--- src/rtl/uart_baud_gen_if.sv ---
// Signal bundle between the shared baud timing generator and the UART TX/RX
// blocks that consume its ticks.
interface uart_baud_gen_if;
   logic       enable;
   logic [2:0] baud_select;
   logic       resync;
   logic       sample_tick;
   logic       mid_tick;
   logic       bit_tick;
   logic [2:0] baud_active;

   modport master (
      output enable,
      output baud_select,
      output resync,
      input  sample_tick,
      input  mid_tick,
      input  bit_tick,
      input  baud_active
   );

   modport slave (
      input  enable,
      input  baud_select,
      input  resync,
      output sample_tick,
      output mid_tick,
      output bit_tick,
      output baud_active
   );
endinterface

--- src/rtl/uart_baud_gen.sv ---
// Fractional-NCO baud timing generator: oversampled sample tick plus bit-centre
// and bit-end ticks, with boundary-aligned rate changes and start-edge resync.
module uart_baud_gen #(
   parameter int CLK_HZ     = 50_000_000,
   parameter int OVERSAMPLE = 16,
   parameter int ACC_W      = 24
) (
   input  logic           clk,
   input  logic           rst,
   uart_baud_gen_if.slave bus
);

   localparam int SUB_W = $clog2(OVERSAMPLE);
   localparam logic [SUB_W-1:0] SUB_MID  = SUB_W'(OVERSAMPLE / 2 - 1);
   localparam logic [SUB_W-1:0] SUB_LAST = SUB_W'(OVERSAMPLE - 1);
   localparam longint unsigned ACC_MOD = 64'd1 << ACC_W;

   function automatic longint unsigned baud_of(input logic [2:0] sel);
      longint unsigned b;
      case (sel)
         3'd0:    b = 64'd300;
         3'd1:    b = 64'd1200;
         3'd2:    b = 64'd4800;
         3'd3:    b = 64'd9600;
         3'd4:    b = 64'd19200;
         3'd5:    b = 64'd38400;
         3'd6:    b = 64'd57600;
         default: b = 64'd115200;
      endcase
      return b;
   endfunction

   function automatic longint unsigned calc_inc(input logic [2:0] sel);
      longint unsigned num;
      num = baud_of(sel) * 64'(OVERSAMPLE) * ACC_MOD;
      return (num + 64'(CLK_HZ) / 64'd2) / 64'(CLK_HZ);
   endfunction

   function automatic bit inc_table_ok();
      longint unsigned inc;
      for (int s = 0; s < 8; s++) begin
         inc = calc_inc(3'(s));
         if (inc == 64'd0 || inc >= ACC_MOD) return 1'b0;
      end
      return 1'b1;
   endfunction

   function automatic logic [7:0][ACC_W-1:0] build_tab();
      logic [7:0][ACC_W-1:0] t;
      for (int s = 0; s < 8; s++) t[s] = ACC_W'(calc_inc(3'(s)));
      return t;
   endfunction

   localparam bit                    INC_OK  = inc_table_ok();
   localparam logic [7:0][ACC_W-1:0] INC_TAB = build_tab();

   if (OVERSAMPLE < 4 || OVERSAMPLE > 64 || (OVERSAMPLE % 2) != 0) begin : g_bad_os
      $error("uart_baud_gen: OVERSAMPLE must be even and in 4..64");
   end
   if (!INC_OK) begin : g_bad_inc
      $error("uart_baud_gen: increment table has a zero or overflowing entry");
   end

   logic [ACC_W-1:0] acc_p0;
   logic [SUB_W-1:0] sub_cnt_p0;
   logic             en_d;
   logic             pend;
   logic [2:0]       pend_sel;
   logic [2:0]       baud_active_q;
   logic             sample_p1;
   logic             mid_p1;
   logic             bit_p1;

   logic [ACC_W-1:0] inc_sel;
   logic [ACC_W:0]   sum_p0;
   logic             carry_p0;
   logic             restart;
   logic             gen_mid;
   logic             gen_bit;
   logic             apply;
   logic [2:0]       active_nxt;

   // Stage p0: phase add and tick decode
   always_comb begin
      inc_sel    = INC_TAB[baud_active_q];
      sum_p0     = {1'b0, acc_p0} + {1'b0, inc_sel};
      carry_p0   = sum_p0[ACC_W];
      // A rising enable restarts the phase exactly like a resync pulse.
      restart    = !bus.enable || bus.resync || !en_d;
      gen_mid    = carry_p0 && (sub_cnt_p0 == SUB_MID);
      gen_bit    = carry_p0 && (sub_cnt_p0 == SUB_LAST);
      apply      = gen_bit && pend && !restart;
      active_nxt = apply ? pend_sel : baud_active_q;
   end

   // Stage p1: registered ticks and phase state
   always_ff @(posedge clk or posedge rst) begin
      if (rst) begin
         acc_p0     <= '0;
         sub_cnt_p0 <= '0;
         en_d       <= 1'b0;
         sample_p1  <= 1'b0;
         mid_p1     <= 1'b0;
         bit_p1     <= 1'b0;
      end else begin
         en_d <= bus.enable;
         if (restart) begin
            acc_p0     <= '0;
            sub_cnt_p0 <= '0;
            sample_p1  <= 1'b0;
            mid_p1     <= 1'b0;
            bit_p1     <= 1'b0;
         end else begin
            acc_p0    <= sum_p0[ACC_W-1:0];
            sample_p1 <= carry_p0;
            mid_p1    <= gen_mid;
            bit_p1    <= gen_bit;
            if (carry_p0) begin
               sub_cnt_p0 <= (sub_cnt_p0 == SUB_LAST) ? '0 : sub_cnt_p0 + 1'b1;
            end
         end
      end
   end

   // Newest request is held until the add that produces a bit end.
   always_ff @(posedge clk or posedge rst) begin
      if (rst) begin
         baud_active_q <= 3'd0;
         pend          <= 1'b0;
         pend_sel      <= 3'd0;
      end else if (!bus.enable) begin
         baud_active_q <= bus.baud_select;
         pend          <= 1'b0;
         pend_sel      <= bus.baud_select;
      end else begin
         baud_active_q <= active_nxt;
         pend          <= (bus.baud_select != active_nxt);
         pend_sel      <= bus.baud_select;
      end
   end

   assign bus.sample_tick = sample_p1;
   assign bus.mid_tick    = mid_p1;
   assign bus.bit_tick    = bit_p1;
   assign bus.baud_active = baud_active_q;

endmodule

--- src/flat_wrapper.sv ---
// flat-port wrapper written by rule: the top's interface ports become plain ports
module uart_baud_gen_flat 
#(
   parameter int CLK_HZ     = 50_000_000,
   parameter int OVERSAMPLE = 16,
   parameter int ACC_W      = 24
)
  (clk, rst, bus_enable, bus_baud_select, bus_resync, bus_sample_tick, bus_mid_tick, bus_bit_tick, bus_baud_active);
  uart_baud_gen_if bus_i ();
  input  logic clk;
  input  logic rst;
  input wire logic [$bits(bus_i.enable)-1:0] bus_enable;
  input wire logic [$bits(bus_i.baud_select)-1:0] bus_baud_select;
  input wire logic [$bits(bus_i.resync)-1:0] bus_resync;
  output wire logic [$bits(bus_i.sample_tick)-1:0] bus_sample_tick;
  output wire logic [$bits(bus_i.mid_tick)-1:0] bus_mid_tick;
  output wire logic [$bits(bus_i.bit_tick)-1:0] bus_bit_tick;
  output wire logic [$bits(bus_i.baud_active)-1:0] bus_baud_active;
  assign bus_i.enable = bus_enable;
  assign bus_i.baud_select = bus_baud_select;
  assign bus_i.resync = bus_resync;
  assign bus_sample_tick = bus_i.sample_tick;
  assign bus_mid_tick = bus_i.mid_tick;
  assign bus_bit_tick = bus_i.bit_tick;
  assign bus_baud_active = bus_i.baud_active;
  uart_baud_gen #(.CLK_HZ(CLK_HZ), .OVERSAMPLE(OVERSAMPLE), .ACC_W(ACC_W)) u_core (.clk(clk), .rst(rst), .bus(bus_i));
endmodule
--- config.mk ---
export PLATFORM = sky130hd
export DESIGN_NAME = uart_baud_gen_flat
export DESIGN_NICKNAME = d
export VERILOG_FILES = /design/src/rtl/uart_baud_gen_if.sv /design/src/rtl/uart_baud_gen.sv /design/src/flat_wrapper.sv
export SDC_FILE = /design/constraint.sdc
export NUM_CORES = 1
export LEC_CHECK = 0
export ABC_AREA = 1
export CORE_MARGIN = 2
export CORE_UTILIZATION = 40
export CTS_CLUSTER_SIZE = 40
export DETAILED_ROUTE_END_ITERATION = 10
export SYNTH_ARGS = -nofsm -noshare
export SYNTH_HDL_FRONTEND = slang
export SYNTH_SLANG_ARGS = --single-unit
export TNS_END_PERCENT = 5
--- constraint.sdc ---
create_clock -name clk -period 3 [get_ports clk]
set_input_delay 0.3 -clock clk [delete_from_list [all_inputs] [get_ports clk]]
set_output_delay 0.3 -clock clk [all_outputs]
set_load 0.05 [all_outputs]
After elaboration in Yosys (flattened, before gate mapping) --
Memories as Yosys holds them, arrays and structs flattened. Cells that the tools add are included.
Storage, ports and cells: register bits 39, output and inout port bits 6, bits in read-only memories 192, memories kept 1, word-level logic and storage cells 37, input bits 7
Memory list:
- (no name shown) | depth 8, bits a word 24, rd ports 1, clocked after memory_dff 0, wr ports 0, RTL line uart_baud_gen.sv:85 | inc_sel = INC_TAB[baud_active_q];
Operators by class: $add $sub $neg 2, equal/unequal tests 3, reduce and logical (&&, ||, !) cells 10, $lt $le $gt $ge 1, muxes and demuxes 11
Operator list (number):
- 24-bit two-way mux | 2
- 24-bit by 24-bit adder with 25-bit output | 1
- 4-bit two-way mux | 3
- 3-bit two-way mux | 2
- 4-bit by 1-bit adder with 4-bit output (second input constant) | 1
- 4-bit by 3-bit == test with 1-bit output (second input constant) | 1
- 4-bit == test (second input constant) | 1
- 1-bit logical AND | 4
- 3-bit by 4-bit < comparator with 1-bit output (second input constant) | 1
- 1-bit two-way mux | 4
- 1-bit zero test | 3
- 3-bit inequality test | 1
- 1-bit logical OR | 2
- 2-bit nonzero test | 1

Longest topological paths before layout --
Gate-level depths: netlist of run 1.
depth in word-level cells 9, depth in mapped cells 22, mapped depth without buffers 22

Least setup slack after synthesis of run 1 --
Ideal clock, no wire load.
path type flip-flop to flip-flop, from register u_core.baud_active_q[0], in the netlist u_core.bus.baud_active[0], to register u_core.acc_p0[18], library setup time 0.120 ns, data arrival time 3.019 ns, cell stages (with the launch flop) 16, data required time 2.880 ns, buffers on the path 0, period minus slack after synthesis 3.139 ns, setup slack -0.139 ns, path through dfrtp_1 -> inv_1 -> ha_1 -> o21ai_0 -> ha_1 -> fa_1 -> nand2_1 -> nand2_1 -> nand3_2 -> nand2_4 -> a21oi_2 -> o21bai_2 -> a21oi_1 -> o21ai_1 -> o21ai_0 -> nor2_1
On the way: word-level cells in the longest chain between the ends 4
Ends and longest elaborated chain:
- from (decl) | RTL line uart_baud_gen.sv:69 | logic [2:0] baud_active_q;
- from (signal assigned) | RTL line uart_baud_gen.sv:132 | baud_active_q <= bus.baud_select;
- from (signal assigned) | RTL line uart_baud_gen.sv:136 | baud_active_q <= active_nxt;
- memory read 8 x 24 bit
- 24-bit two-way mux (not written as such) | RTL line uart_baud_gen.sv:85
- 24-bit by 24-bit adder with 25-bit output | RTL line uart_baud_gen.sv:86 | sum_p0 = {1'b0, acc_p0} + {1'b0, inc_sel};
- 24-bit two-way mux | RTL line uart_baud_gen.sv:107 | if (restart) begin
- to (signal assigned) | RTL line uart_baud_gen.sv:114 | acc_p0 <= sum_p0[ACC_W-1:0];
- to (decl) | RTL line uart_baud_gen.sv:64 | logic [ACC_W-1:0] acc_p0;
No other way between the ends. The select of a mux whose other input is x is not followed. A chain may end at the register's enable or synchronous reset.

Final worst setup path of run 1 --
Ends and elaborated chain as after synthesis.

==> results of run 1 <==
[cells in the mapped netlist (4+ instances only)]
master    count
nor2_1       37
nand2_2       9
inv_1        48
nor2_2        4
xor2_1        5
a21oi_1      31
o21bai_1      4
o21ai_0      26
ha_1         30
nand3_1      14
nor3_1        6
a31oi_1       4
nand2_1      70
dfrtp_1      39
[layout make-up]
type / instances / area [sq um]
fillers: 674 / 3530
multi-input cells: 273 / 1700
flip-flops and latches: 39 / 978.4
repair buffers: 24 / 210.2
inverters: 48 / 180.2
well taps: 96 / 120.1
clock buffers: 5 / 68.82
clock inverters: 3 / 43.79
[routing by layer]
metal | track usage [%] | vias to the layer above
met4 | 5.372 | 0
met3 | 4.241 | 4
met2 | 26.38 | 32
li1 | - | 1252
met5 | 0 | -
met1 | 23.40 | 1084
[what timing repair did]
action                     CTS  global route
setup buffers                0             6
setup endpoints to repair    0            13
resized for setup            0            17
[final timing paths]
kind	slack [ps]	end	cells after the start
min reg2reg	450	u_core.bus.mid_tick	1
min	430	u_core.bus.mid_tick	3
max	150	u_core.acc_p0[18]	15
max reg2reg	150	u_core.acc_p0[18]	15
min in group clk	450	u_core.bus.mid_tick	1
max in group asynchronous	2200	u_core.bus.baud_active[1]	3
[cells by family after synthesis]
group / count (synthesis) / synth area share (%)
simple gates: 154 / 25.91
compound gates: 81 / 16.58
buf+inv: 52 / 6.896
flops: 39 / 34.48
fa+ha+maj: 31 / 13.97
xor+xnor: 7 / 2.166
[sequential cells by signal (all words and copies together), names as in the netlist]
register and count:
u_core.sub_cnt_p0 4, u_core.acc_p0 24, u_core.bus.baud_active 3, u_core.bus.mid_tick 1
u_core.en_d 1, u_core.pend_sel 3, u_core.bus.bit_tick 1, u_core.bus.sample_tick 1
u_core.pend 1
[worst max-delay path, delay by kind of cell (launching register included)]
family          cells  cell delay [ps]
fa+ha+maj           2              500
flops               1              430
buf+inv             2              230
compound gates      7             1000
simple gates        4              570
[metrics by stage]
stage / setup slack (ps) / cell area (sq um) / total power [W]
6_report: 149.9 / 3302 / 0.001381
5_1_grt: -28.07 / 3302 / 0.001472
4_1_cts: 41.26 / 3216 / 0.001378
3_5_place_dp: 65.62 / 3103 / 0.0009235
3_3_place_gp: 104.6 / 3103 / 0.0009242
2_1_floorplan: 107.2 / 2833 / 0.0008311
[power groups by stage]
stage               registers, W  logic, W  clock network [W]
floorplan               0.000579  0.000252                  0
global placement        0.000569  0.000355                  0
detailed placement      0.000569  0.000354                  0
CTS                     0.000559  0.000356           0.000462
global route            0.000559  0.000429           0.000484
finish                  0.000557  0.000379           0.000444
==> impl_metrics.env, run 1 <==
export IMPL_outcome="finished clean"
export IMPL_synth_warnings=0
export IMPL_p_sw_w=0.0004522
export IMPL_grt_pass1_wl_um=10150
export IMPL_cts_htree_levels=2
export IMPL_synth_edf_count=0
export IMPL_place_inst=474
export IMPL_core_sq_um=6832
export IMPL_cts_buffers=5
export IMPL_max_freq_ghz=0.3509
export IMPL_die_h_um=88.12
export IMPL_cts_sinks=39
export IMPL_internal_power_w=0.0009285
export IMPL_path_cells="buf_4 > ha_1 > or2_2 > o21ai_1 > ha_1 > nand2_2 > inv_1 > a21oi_4 > nand2_4 > a21oi_2 > o21bai_2 > a21oi_2 > o21ai_1 > o21ai_0 > nor2_1"
export IMPL_finalHoldViolations=0
export IMPL_insertedDiodeCount=0
export IMPL_clk_latency_ps=300
export IMPL_clkSlewWorstSetupHoldPaths_ps=90
export IMPL_maxSlewHeadroom_pct=65.70
export IMPL_first_pass_iters=4
export IMPL_drt_met1_wl_um=3096
export IMPL_clkPwrFrac_pct=32.2
export IMPL_hold_path_class="input port to async pin"
export IMPL_critPathMaxFanout=5
export IMPL_die_w_um=88.12
export IMPL_ys_types=37
export IMPL_fin_hold_ws_ps=428.9
export IMPL_setup_tns_final_ps=0
export IMPL_final_cells=488
export IMPL_ctsHoldBuffers=0
export IMPL_dr_wl_met2_um=2889
export IMPL_finalSetupViolations=0
export IMPL_skew_ps=9.778
export IMPL_netlist_area_leader_share_pct=34.48
export IMPL_wl_per_cell_um=12.88
export IMPL_first_global_vias=2151
export IMPL_crit_arrival_ps=3030
export IMPL_switching_share_pct=32.75
export IMPL_dr_total_vias=2372
export IMPL_drc=0
export IMPL_io_pins=13
export IMPL_syn_num_nets=402
export IMPL_ys_ff_latch=39
export IMPL_globalplace_congestion=0.8691
export IMPL_final_net_count=429
export IMPL_antenna_found_initial=0
export IMPL_min_period_ps=2850
export IMPL_p_per_area_nw_per_um2=418.1
export IMPL_routed_wl_met3_um=244
export IMPL_io_buffer_count=12
export IMPL_timing_final_crit_share_pct=95.00
export IMPL_final_cell_mix="65 x nand2_1, 46 x inv_1, 37 x dfrtp_1"
export IMPL_clockBufferDepth=2
export IMPL_end_kind="flop"
export IMPL_cp_required_ps=3180
export IMPL_cts_tree="yes"
export IMPL_dp_hpwl_um=4747
export IMPL_vdd_drop_max_v=0.0001684
export IMPL_tightest_slew_ps=512.9
export IMPL_p_comb_share_pct=27.5
export IMPL_grt_overflow=0
export IMPL_async_reset_ff_share_pct=100.0
export IMPL_drtIter0Drc=90
export IMPL_synth_main_ff_cell="dfrtp_1"
export IMPL_root_buffer="clkbuf_8"
export IMPL_drive_gt1_share_pct=15.82
export IMPL_slowest_stage="dfrtp_2"
export IMPL_r2r_start="u_core.bus.baud_active[0]"
export IMPL_avgViaCountPerCell=4.861
export IMPL_synth_top_area_cell="dfrtp_1"
export IMPL_fp_row_count=30
export IMPL_synth_seq_area_share_pct=34.48
export IMPL_synthCells=364
export IMPL_highest_layer="met4"
export IMPL_timing_worst_setup_path_type="flop to flop"
export IMPL_ant_nets=0
export IMPL_leakage_nw=1.696
export IMPL_power_frac_seq_pct=40.4
export IMPL_crit_path_start="u_core.bus.baud_active[0]"
export IMPL_grt_max_degree=40
export IMPL_synth_top_cells_by_area="dfrtp_1 34%, ha_1 13%, nand2_1 9.3%"
export IMPL_drt_wl_total_um=6284
export IMPL_cpPeakStageDelay_ps=430
export IMPL_synthToLayoutAreaGrowth_pct=16.67
export IMPL_maxCapViolCount=0
export IMPL_die_area_sq_um=7764
export IMPL_drv_slew=0
export IMPL_syn_area_sq_um=2830
export IMPL_final_common_cell="nand2_1"
export IMPL_start_util_pct=41.43
export IMPL_avgSynthCellArea_sq_um=7.775
export IMPL_critPathLaunchType="flop"
export IMPL_grt_usage_pct=17.00
export IMPL_fin_util_pct=48.33
Note: power is estimated with default switching activity, not from simulation.
==> run 2, diff against run 1 <==
--- a/config.mk
+++ b/config.mk
@@ -6,10 +6,12 @@
 export NUM_CORES = 1
 export LEC_CHECK = 0
 export ABC_AREA = 1
+export CORE_ASPECT_RATIO = 0.9
 export CORE_MARGIN = 2
 export CORE_UTILIZATION = 40
 export CTS_CLUSTER_SIZE = 40
 export DETAILED_ROUTE_END_ITERATION = 10
+export PLACE_DENSITY = 0.54
 export SYNTH_ARGS = -nofsm -noshare
 export SYNTH_HDL_FRONTEND = slang
 export SYNTH_SLANG_ARGS = --single-unit
==> run 2 against run 1 <==
Wire length grew 4.7%. Global-route usage grew 0.93 points. Total power grew 7.6%. Register-to-register slack gained 80 ps. Clock skew shrank 2.7 ps. Sequential power is essentially flat. Die area is essentially flat. Critical path depth is the same. Cell count is the same.
==> impl_metrics.env, run 2 (synthesis results as in run 1) <==
export IMPL_start_util_pct=40.62
export IMPL_critPathMaxFanout=7
export IMPL_drc=0
export IMPL_root_buffer="clkbuf_8"
export IMPL_clkSlewWorstSetupHoldPaths_ps=80
export IMPL_skew_ps=7.055
export IMPL_regMostFlops="u_core.acc_p0"
export IMPL_die_h_um=83.80
export IMPL_cts_sinks=39
export IMPL_die_w_um=92.67
export IMPL_drtIter0Drc=162
export IMPL_insertedDiodeCount=0
export IMPL_timing_worst_setup_path_type="flop to flop"
export IMPL_avgViaCountPerCell=4.947
export IMPL_core_sq_um=6967
export IMPL_cts_htree_levels=2
export IMPL_timing_final_crit_share_pct=92.26
export IMPL_grt_max_degree=40
export IMPL_cts_tree="yes"
export IMPL_io_buffer_count=12
export IMPL_p_per_area_nw_per_um2=442.6
export IMPL_die_area_sq_um=7765
export IMPL_maxCapViolCount=0
export IMPL_first_pass_iters=4
export IMPL_min_period_ps=2768
export IMPL_max_freq_ghz=0.3613
export IMPL_drive_gt1_share_pct=15.70
export IMPL_vdd_drop_max_v=0.0002359
export IMPL_fin_util_pct=48.17
export IMPL_final_net_count=432
export IMPL_grt_usage_pct=17.93
export IMPL_end_kind="flop"
export IMPL_first_global_vias=2289
export IMPL_synthToLayoutAreaGrowth_pct=18.57
export IMPL_cts_buffers=5
export IMPL_dr_total_vias=2414
export IMPL_largestRegisters="u_core.acc_p0: 24 flops, u_core.sub_cnt_p0: 4 flops"
export IMPL_grt_pass1_wl_um=11040
export IMPL_place_inst=474
export IMPL_fin_hold_ws_ps=420.5
export IMPL_antenna_found_initial=0
export IMPL_final_design_area_no_fill_sq_um=3356
export IMPL_globalplace_congestion=0.8224
export IMPL_rsz0062_at_grt="true"
export IMPL_critPathLaunchType="flop"
export IMPL_largest_reg_flops=24
export IMPL_leakage_nw=1.715
export IMPL_wl_per_cell_um=13.49
export IMPL_fp_row_count=29
export IMPL_hold_path_class="input port to async pin"
export IMPL_final_cell_mix="69 x nand2_1, 46 x inv_1, 37 x dfrtp_1"
export IMPL_placed_area_sq_um=3122
export IMPL_final_common_cell="nand2_1"
export IMPL_ant_nets=0
export IMPL_drt_wl_total_um=6582
export IMPL_tightest_slew_ps=533.3
export IMPL_dp_hpwl_um=4997
export IMPL_crit_arrival_ps=2960
export IMPL_drv_slew=0
export IMPL_final_cells=488
export IMPL_finalHoldViolations=0
export IMPL_cp_required_ps=3190
export IMPL_io_pins=13
export IMPL_maxSlewHeadroom_pct=64.34
export IMPL_outcome="finished clean"
export IMPL_finalSetupViolations=0
export IMPL_clk_latency_ps=300
export IMPL_grt_overflow=0
export IMPL_clockBufferDepth=2
run 2: cell count changes in the layout (fill, tap and decap cells not counted), sizes merged:
cell	before	now
buf	12	15
clkbuf	5	6
clkinv	2	0
bufinv	1	2
run 2: area by class of cell:
cell class | instances | area, sq um
Clock inverter | 2 | 60.06
Inverter | 48 | 180.2
Multi-Input combinational cell | 273 | 1715
Tap cell | 93 | 116.4
Sequential cell | 39 | 978.4
Fill cell | 717 | 3611
Clock buffer | 6 | 72.57
Timing Repair Buffer | 27 | 232.7
run 2: metal layers:
| layer | routed length [um] | part of all wire [%] | global-route usage (%) | vias to the layer above |
|---|---|---|---|---|
| li1 | - | - | - | 1262 |
| met1 | 3339 | 51 | 26.27 | 1109 |
| met2 | 2965 | 45 | 27.41 | 36 |
| met3 | 211 | 3.2 | 3.342 | 7 |
| met4 | 65 | 0.99 | 4.412 | 0 |
| met5 | 0 | 0 | 0 | - |
run 2: worst max-delay path, cell delays in order (launching register included):
cell and delay, ps:
dfrtp_2 440, inv_2 100, ha_1 180, or2_2 300
o21ai_0 100, ha_1 320, nand2_2 120, inv_1 70
a21oi_4 160, nand2_4 100, a21oi_2 190, o21bai_2 110
a21oi_2 180, o21ai_1 90, o21ai_0 150, nor2_1 60
run 2: power breakdown:
part           internal [W]  total [W]  switching [W]
Combinational      0.000146   0.000395       0.000249
Sequential         0.000545   0.000556      0.0000116
Clock              0.000333   0.000534       0.000201
run 2: timing repair:
| action | CTS | global route |
|---|---|---|
| cloned | 0 | 0 |
| gates resized for setup | 1 | 15 |
| setup buffers | 0 | 6 |
| hold buffers | 0 | 0 |
| pin swaps | 0 | 3 |
| setup endpoints to repair | 1 | 11 |
run 2: worst paths after layout:
kind | from | to | slack [ps] | depth (start not counted)
setup / recovery | u_core.bus.baud_active[1] | u_core.acc_p0[18] | 230 | 15
min in group clk | u_core.sub_cnt_p0[3] | u_core.bus.mid_tick | 450 | 1
setup reg to reg | u_core.bus.baud_active[1] | u_core.acc_p0[18] | 230 | 15
hold / removal | rst | u_core.bus.mid_tick | 420 | 3
max in group asynchronous | rst | u_core.bus.baud_active[0] | 2200 | 3
hold reg to reg | u_core.sub_cnt_p0[3] | u_core.bus.mid_tick | 450 | 1
run 2: metrics by stage:
| stage | setup TNS, ps | worst slack [ps] | total power, W |
|---|---|---|---|
| after global placement | 0 | 2.133 | 0.0009297 |
| after floorplan | 0 | 107.2 | 0.0008311 |
| after detailed placement | -8.586 | -8.586 | 0.0009282 |
| after global routing | -48.39 | -48.39 | 0.001578 |
| final | 0 | 232.3 | 0.001485 |
| after CTS | 0 | 44.12 | 0.001466 |
==> run 3, diff against run 2 <==
--- a/config.mk
+++ b/config.mk
@@ -6,10 +6,8 @@
 export NUM_CORES = 1
 export LEC_CHECK = 0
 export ABC_AREA = 1
-export CORE_ASPECT_RATIO = 0.9
 export CORE_MARGIN = 2
 export CORE_UTILIZATION = 40
-export CTS_CLUSTER_SIZE = 40
 export DETAILED_ROUTE_END_ITERATION = 10
 export PLACE_DENSITY = 0.54
 export SYNTH_ARGS = -nofsm -noshare
==> run 3 against run 2 <==
Clock power shrank 12%. Sequential power is essentially flat. Critical endpoint unchanged. Design area shrank 1.3%. Largest power group unchanged.
==> impl_metrics.env, run 3 (synthesis results as in run 1) <==
export IMPL_outcome="finished clean"
export IMPL_cpLargestDelayFamily="compound AO/OA/AOI/OAI gates"
export IMPL_leakage_nw=1.695
export IMPL_insertedDiodeCount=0
export IMPL_regMostFlops="u_core.acc_p0"
export IMPL_dr_wl_met2_um=2997
export IMPL_hold_path_class="input port to async pin"
export IMPL_grt_overflow=0
export IMPL_root_buffer="clkbuf_8"
export IMPL_cts_buffers=5
export IMPL_die_w_um=88.12
export IMPL_cpPeakStageDelay_ps=410
export IMPL_fin_hold_ws_ps=428.0
export IMPL_first_global_vias=2391
export IMPL_crit_path_start="u_core.bus.baud_active[0]"
export IMPL_finalSetupViolations=0
export IMPL_slowest_stage="dfrtp_2"
export IMPL_crit_arrival_ps=3000
export IMPL_final_common_cell="nand2_1"
export IMPL_path_buf_inv=1
export IMPL_core_sq_um=6832
export IMPL_multi_input_area_sq_um=1700
export IMPL_drt_wl_total_um=6625
export IMPL_finalHoldViolations=0
export IMPL_largestRegisters="u_core.acc_p0: 24 flops, u_core.sub_cnt_p0: 4 flops"
export IMPL_end_kind="flop"
export IMPL_clockBufferDepth=2
export IMPL_fp_row_count=30
export IMPL_start_util_pct=41.43
export IMPL_critPathMostFrequentCell="nand2_1"
export IMPL_cp_required_ps=3190
export IMPL_cts_htree_levels=2
export IMPL_globalplace_congestion=0.8246
export IMPL_largest_reg_flops=24
export IMPL_drv_slew=0
export IMPL_critPathMaxFanout=8
export IMPL_place_inst=477
export IMPL_p_per_area_nw_per_um2=429.4
export IMPL_path_cells="buf_4 > ha_1 > or2_2 > nand2_1 > ha_1 > nand2_1 > nand2_1 > a21oi_2 > nand2_4 > a21oi_2 > o21bai_2 > a21oi_1 > o21ai_1 > o21ai_0 > nor2_1"
export IMPL_timing_final_crit_share_pct=93.78
export IMPL_cts_tree="yes"
export IMPL_drc=0
export IMPL_clk_latency_ps=300
export IMPL_r2r_start="u_core.bus.baud_active[0]"
export IMPL_grt_usage_pct=19.03
export IMPL_maxSlewHeadroom_pct=61.75
export IMPL_io_pins=13
export IMPL_regArea_sq_um=978.4
export IMPL_tightest_slew_ps=573.1
export IMPL_die_area_sq_um=7764
export IMPL_drive_gt1_share_pct=15.56
export IMPL_routed_wl_met3_um=203
export IMPL_ctsHoldBuffers=0
export IMPL_dp_hpwl_um=4936
export IMPL_maxCapViolCount=0
export IMPL_cts_sinks=39
export IMPL_power_w=0.001422
export IMPL_max_freq_ghz=0.3554
export IMPL_skew_ps=6.889
export IMPL_final_net_count=429
export IMPL_fill_cells=699
export IMPL_final_cell_mix="67 x nand2_1, 45 x inv_1, 37 x dfrtp_1"
export IMPL_dr_total_vias=2393
export IMPL_ant_nets=0
export IMPL_drt_met1_wl_um=3356
export IMPL_avgViaCountPerCell=4.904
export IMPL_grt_max_degree=40
export IMPL_antenna_found_initial=0
export IMPL_rsz0062_at_grt="true"
export IMPL_vdd_drop_max_v=0.0002670
export IMPL_timing_worst_setup_path_type="flop to flop"
export IMPL_critPathLaunchType="flop"
export IMPL_first_pass_iters=4
export IMPL_synthToLayoutAreaGrowth_pct=16.98
export IMPL_grt_pass1_wl_um=11430
export IMPL_final_cells=488
export IMPL_drtIter0Drc=102
export IMPL_min_period_ps=2813
export IMPL_die_h_um=88.12
export IMPL_wl_per_cell_um=13.58
export IMPL_clkSlewWorstSetupHoldPaths_ps=80
export IMPL_io_buffer_count=12
export IMPL_highest_layer="met4"
export IMPL_setup_tns_final_ps=0
## run 3: report_power, final
part,internal (W),total (W),switching [W]
logic,0.000144,0.000395,0.000251
registers,0.000545,0.000555,0.0000101
clock network,0.000270,0.000472,0.000202
## run 3: layer usage
metal,vias to the layer above,global-route usage [%]
li1,1255,-
met1,1104,26.71
met2,28,30.92
met3,6,3.205
met4,0,4.132
met5,-,0
## run 3: tightest hold or removal path, cell delays in order
cell and delay (ps):
clkdlybuf4s50_1 390, inv_1 50, buf_4 440
## run 3: stage by stage
stage	util, %	setup slack [ps]	area (sq um)
after floorplan	-	107.2	2833
after global placement	45.75	172.8	3126
final	48.46	186.6	3311
after detailed placement	45.75	152.5	3126
after CTS	47.47	124.4	3243
after global routing	48.46	-16.88	3311
## run 3: final timing paths
kind | to | cells after the start | slack (ps)
min in group clk | u_core.bus.mid_tick | 1 | 450
min reg2reg | u_core.bus.mid_tick | 1 | 450
max in group asynchronous | u_core.bus.baud_active[1] | 3 | 2170
max reg2reg | u_core.acc_p0[18] | 15 | 190
min | u_core.acc_p0[18] | 3 | 430
max | u_core.acc_p0[18] | 15 | 190
## run 3: timing repair
| action | in CTS | in global routing |
|---|---|---|
| hold endpoints to repair | 0 | 0 |
| setup endpoints to repair | 0 | 11 |
| buffers inserted | 0 | 3 |
| resized for setup | 0 | 14 |
## run 3: cell type report
cell class / count / area share (%)
multi-input cells: 273 / 51.36
flip-flops and latches: 39 / 29.55
repair buffers: 24 / 6.349
inverters: 48 / 5.556
well taps: 96 / 3.628
clock buffers: 6 / 2.494
clock inverters: 2 / 1.058
